===== config.mk =====
export PLATFORM = sky130hd
export DESIGN_NAME = clarke_park_seq
export DESIGN_NICKNAME = d
export VERILOG_FILES = /design/src/rtl/clarke_park_seq_pkg.sv /design/src/rtl/sm_mul_sat.sv /design/src/rtl/clarke_park_seq.sv
export SDC_FILE = /design/constraint.sdc
export NUM_CORES = 2
export LEC_CHECK = 0
export BUFFER_PORTS_ARGS = -buffer_cell sky130_fd_sc_hd__buf_2
export CAP_MARGIN = 20
export CORE_ASPECT_RATIO = 2
export CORE_MARGIN = 1.5
export CORE_UTILIZATION = 50
export CTS_CLUSTER_SIZE = 16
export DETAILED_ROUTE_END_ITERATION = 7
export PLACE_DENSITY_LB_ADDON = 0.12
export SYNTH_ARGS = -nofsm -noshare
export SYNTH_HDL_FRONTEND = slang
export SYNTH_SLANG_ARGS = --single-unit

===== constraint.sdc =====
create_clock -name clk -period 27.6 [get_ports clk]
set_clock_uncertainty 0.05 [all_clocks]
set_input_delay 5.52 -clock clk [delete_from_list [all_inputs] [get_ports clk]]
set_output_delay 5.52 -clock clk [all_outputs]
set_load 0.01 [all_outputs]

===== src/rtl/clarke_park_seq_pkg.sv =====
// clarke_park_seq_pkg: shared vector-control word format, Clarke constants, sequencer states, sign-magnitude add
package clarke_park_seq_pkg;
  localparam int N = 24;
  localparam int Q = 12;
  localparam logic [N-1:0] K1_INV_SQRT3 = 24'h00093D;
  localparam logic [N-1:0] K2_2_INV_SQRT3 = 24'h00127A;
  localparam logic [N-2:0] SM_MAX_MAG = 23'h7FFFFF;
  typedef enum logic [2:0] {IDLE, M0, M1, M2, M3, M4, M5} state_t;
  typedef struct packed {
    logic sat;
    logic [N-1:0] val;
  } sm_res_t;
  // Opposite signs subtract the smaller magnitude from the larger and can never overflow.
  function automatic sm_res_t sm_add_sat(input logic [N-1:0] a, input logic [N-1:0] b);
    logic [N-1:0] sum;
    logic [N-2:0] mag;
    logic sgn;
    logic ovf;
    sum = {1'b0, a[N-2:0]} + {1'b0, b[N-2:0]};
    ovf = (a[N-1] == b[N-1]) & sum[N-1];
    sgn = a[N-1];
    mag = ovf ? SM_MAX_MAG : sum[N-2:0];
    if (a[N-1] != b[N-1]) begin
      sgn = (a[N-2:0] >= b[N-2:0]) ? a[N-1] : b[N-1];
      mag = (a[N-2:0] >= b[N-2:0]) ? a[N-2:0] - b[N-2:0] : b[N-2:0] - a[N-2:0];
    end
    return {ovf, sgn & |mag, mag};
  endfunction
endpackage


===== src/rtl/sm_mul_sat.sv =====
// sm_mul_sat: combinational sign-magnitude Q12.12 multiply, truncating, saturating, no -0
// ports: i_a, i_b operands; o_p product; o_sat high when the magnitude overflowed
module sm_mul_sat
  import clarke_park_seq_pkg::*;
(
  input  logic [N-1:0] i_a,
  input  logic [N-1:0] i_b,
  output logic [N-1:0] o_p,
  output logic         o_sat
);
  logic [2*N-3:0] w_full;
  logic [N-2:0] w_mag;
  always_comb begin
    w_full = {{(N-1){1'b0}}, i_a[N-2:0]} * {{(N-1){1'b0}}, i_b[N-2:0]};
    o_sat = |w_full[2*N-3:Q+N-1];
    w_mag = o_sat ? SM_MAX_MAG : w_full[Q+N-2:Q];
    o_p = {(i_a[N-1] ^ i_b[N-1]) & |w_mag, w_mag};
  end
endmodule


===== src/rtl/clarke_park_seq.sv =====
// clarke_park_seq: Ia/Ib to rotor-frame Id/Iq through one shared saturating multiplier and a 7-state sequencer
// ports: clk, reset (async, high), start; Ia/Ib/SinQ/CosQ in; Id/Iq registered out, busy, done pulse, sticky sat
module clarke_park_seq
  import clarke_park_seq_pkg::*;
(
  input  logic         clk,
  input  logic         reset,
  input  logic         start,
  input  logic [N-1:0] Ia,
  input  logic [N-1:0] Ib,
  input  logic [N-1:0] SinQ,
  input  logic [N-1:0] CosQ,
  output logic [N-1:0] Id,
  output logic [N-1:0] Iq,
  output logic         busy,
  output logic         done,
  output logic         sat
);
  state_t r_state, w_next;
  logic [N-1:0] r_ia, r_ib, r_sin, r_cos, r_acc, r_ibeta, r_id;
  logic [N-1:0] w_ma, w_mb, w_p, w_addend;
  logic w_msat, w_add;
  sm_res_t w_sum;
  always_comb begin
    w_ma = (r_state == M1) ? r_ib : (r_state == M3 || r_state == M5) ? r_ibeta : r_ia;
    w_mb = (r_state == M1) ? K2_2_INV_SQRT3 :
           (r_state == M2 || r_state == M5) ? r_cos :
           (r_state == M3 || r_state == M4) ? r_sin : K1_INV_SQRT3;
    // M5 subtracts Ialpha*SinQ by flipping the accumulator sign
    w_addend = (r_state == M5) ? {~r_acc[N-1], r_acc[N-2:0]} : r_acc;
    w_sum = sm_add_sat(w_p, w_addend);
    w_add = (r_state == M1 || r_state == M3 || r_state == M5);
  end
  sm_mul_sat u_mul (.i_a(w_ma), .i_b(w_mb), .o_p(w_p), .o_sat(w_msat));
  always_comb begin
    w_next = r_state;
    case (r_state)
      IDLE: w_next = start ? M0 : IDLE;
      M0: w_next = M1;
      M1: w_next = M2;
      M2: w_next = M3;
      M3: w_next = M4;
      M4: w_next = M5;
      default: w_next = IDLE;
    endcase
  end
  always_ff @(posedge clk or posedge reset) begin
    if (reset) r_state <= IDLE;
    else r_state <= w_next;
  end
  always_ff @(posedge clk or posedge reset) begin
    if (reset) begin
      r_ia <= '0;
      r_ib <= '0;
      r_sin <= '0;
      r_cos <= '0;
      r_acc <= '0;
      r_ibeta <= '0;
      r_id <= '0;
      Id <= '0;
      Iq <= '0;
      done <= 1'b0;
      sat <= 1'b0;
    end else begin
      done <= 1'b0;
      if (r_state == IDLE) begin
        if (start) begin
          r_ia <= Ia;
          r_ib <= Ib;
          r_sin <= SinQ;
          r_cos <= CosQ;
          sat <= 1'b0;
        end
      end else sat <= sat | w_msat | (w_add & w_sum.sat);
      if (r_state == M0 || r_state == M2 || r_state == M4) r_acc <= w_p;
      if (r_state == M1) r_ibeta <= w_sum.val;
      if (r_state == M3) r_id <= w_sum.val;
      if (r_state == M5) begin
        Id <= r_id;
        Iq <= w_sum.val;
        done <= 1'b1;
      end
    end
  end
  assign busy = (r_state != IDLE);
endmodule


==> impl_results.md <==
- Setup ws final: 10010 ps
- Commonest non-fill, non-tap cell in the layout: inv_1
- Pre-antenna DRT Iters: 8
- # H-tree levels: 1
- Total gr overflow: 0
- # rows: 128
- Number of synthesized register bits: 221
- Crit path max-delay family: compound AO/OA/AOI/OAI gates
- # DRC: 0
- Crit path max fanout: 100
- CTS resizes: 0
- IO Port Bufs: 149
- DR WL/cell: 31.2 µm
- Reg2reg start: r_state[0]
- Clk sinks: 221
- Post-DP HPWL: 112 mm
- Buf/Inv on CP: 8
- Period utilization: 0.637
- Final #Nets: 4422
- Via density: 6.22
- Routed Antenna Nets: 0
- Number of setup buffers added after CTS: 0
- Gr usage total: 0.455
- Post-synthesis sequential area ratio: 0.179
- R2r setup slk: 10010 ps
- Core area: 0.0610 mm²
- Syn avg cell area: 8.65 µm²
- Type of origin of the critical path: flip-flop
- Critical path's most frequent cell: fa_1
- Outcome: completed
- I/O pins: 150
- CP arrival: 18030 ps
- Clock Pin Slew Worst Setup and Hold Paths: about 70 ps
- Setup WS pre-CTS: 10750 ps
- Layout cell share with drive strength beyond 1: 0.117
- Post-synth EDFFs: 0
- Critical path type: flip-flop to flip-flop
- Vias: between 20000 and 30000
- Global-route wire length before repair: 202 mm
- Mapped Cells: 3573
- Area delta synth->final: 8.10%
- Clock latency on the worst-skew pair: about 660 ps
- Synth unique cells: 83
- Post-Syn Area: 0.0309 mm²
- CTS max path bufs: 3
- Crit end category: flip-flop
- Die ar.: 0.0634 mm²
- Final count of hold timing violations: 0
- Syn_nets: around 4300
- Max cap viols: 0
- Largest net degree at the start of global routing: 101
- Termination of the worst setup path: r_id[23]
- Fin Setup TNS: 0 ps
- First DRT Iteration DRCs: 2235
- Tmin final: approximately 18000 ps
- GP Congestion: 1.12
- Ys Warns: 0
- Slowest stage delay, CP: 830 ps
- Async S/R FF share, synth: 1.00
- RSZ-0062 raised after global routing: false
- Die height: 355 µm
- Die width: about 180 µm
- Slew HR: 0.126
- Fmax: between 50 and 60 MHz
- RR Endpoint: r_id[23]
- Initial core utilization: 0.507
- Min-delay worst type: flip-flop to flip-flop
- Commonest cells after routing, fill and taps aside: 576 x inv_1, 471 x nand2_1, 440 x fa_1, 410 x nor2_1, 237 x ha_1
- Slowest cell on crit path: buf_4
- Slew @ Worst Pin: 1300 ps
- Req. time, crit path: 28030 ps
- Initial antenna violation count: 18
- Setup violators final: 0
- Worst R2R Path Depth: 44
- Synth Flop Type: dfrtp_1
- CTS buffer count: 23
- Slew Limit Fails: 0
- Post-layout util: 0.548
- Vias in the first global route: 29900
- Final WL: 139 mm
- Crit. Startpoint: r_state[0]
- TritonCTS clock tree: done
- CTS root buf: clkbuf_16
- Critical Path Stages: 44
- Post-CTS Hold Buffers: 0
sequential cells by signal, summed over array words and instances (netlist names):
name,flops
Id,24
Iq,24
done,1
r_acc,24
r_cos,24
r_ia,24
r_ib,24
r_ibeta,24
r_id,24
r_sin,24
r_state,3
sat,1
layout make-up:
type | instances | area [µm²]
Clock buffer | 27 | 601
Fill cell | 5772 | 27600
Multi-Input combinational cell | 2603 | 22600
Sequential cell | 221 | 5530
Antenna cell | 9 | 22.5
Clock inverter | 15 | 196
Inverter | 577 | 2170
Tap cell | 780 | 976
Timing Repair Buffer | 220 | 1300
per-layer routing:
layer,track usage,routed length (µm),vias to the layer above
li1,-,-,11600
met1,0.415,40500,13700
met2,0.756,68000,1574
met3,0.135,11000,781
met4,0.495,19100,16
met5,0.000786,95,-
cell families after synthesis:
group	share of synthesized area
compound gates	0.121
xor+xnor	0.00878
fa+ha+maj	0.383
buf+inv	0.0919
flops	0.179
mux	0.0550
simple gates	0.161
worst min-delay path, delay by kind of cell, from the launching register on:
family,cells,cell delay (ps)
AND/OR/NAND/NOR,1,40
flip-flops,1,340
AO/OA/AOI/OAI,1,60
metrics by stage:
step / instance area (µm²) / hold slack (ps) / instances
2_1_floorplan: 30900 / 396 / 3573
3_3_place_gp: 32500 / 408 / 4395
3_5_place_dp: 32500 / 422 / 4396
4_1_cts: 33300 / 438 / 4438
5_1_grt: 33400 / 465 / 4448
6_report: 33400 / 433 / 4452
synth_stat cells, types with 7 or more instances:
| master | number | area (µm²) |
|---|---|---|
| a211o_1 | 7 | 61.3 |
| a211oi_1 | 17 | 128 |
| a21o_1 | 32 | 240 |
| a21oi_1 | 162 | 811 |
| a22o_1 | 14 | 123 |
| a22oi_1 | 16 | 120 |
| a31oi_1 | 7 | 43.8 |
| and2_1 | 36 | 225 |
| and3_1 | 25 | 156 |
| buf_1 | 9 | 33.8 |
| buf_2 | 7 | 35.0 |
| clkbuf_1 | 151 | 567 |
| dfrtp_1 | 221 | 5530 |
| fa_1 | 440 | 8810 |
| ha_1 | 237 | 2970 |
| inv_1 | 577 | 2170 |
| mux2_2 | 119 | 1340 |
| mux2i_1 | 36 | 360 |
| nand2_1 | 473 | 1780 |
| nand2b_1 | 20 | 125 |
| nand3_1 | 28 | 140 |
| nand4_1 | 29 | 181 |
| nor2_1 | 411 | 1540 |
| nor2b_1 | 11 | 68.8 |
| nor3_1 | 41 | 205 |
| nor4_1 | 16 | 100 |
| o211ai_1 | 28 | 210 |
| o21a_1 | 22 | 165 |
| o21ai_0 | 162 | 811 |
| o21bai_1 | 24 | 180 |
| o221ai_1 | 8 | 70.1 |
| o22ai_1 | 8 | 50.1 |
| o31ai_1 | 15 | 113 |
| or2_2 | 20 | 125 |
| or3_1 | 18 | 113 |
| xnor2_1 | 19 | 166 |
| xor2_1 | 12 | 105 |
how the worst min path moves through the flow:
stage / slack [ps] / start / cells past startpoint / endpoint
floorplan: 400 / r_id[0] / 2 / r_id[0]
global placement: 410 / r_id[17] / 2 / r_id[17]
detailed placement: 420 / r_id[9] / 2 / r_id[9]
CTS: 440 / r_id[17] / 2 / r_id[17]
global route: 460 / Iq[4] / 2 / Iq[4]
finish: 430 / r_id[17] / 2 / r_id[17]
Power is left out: the tool's default activity adds up to more than one toggle a clock period on the data nets, which glitch-free logic cannot reach.
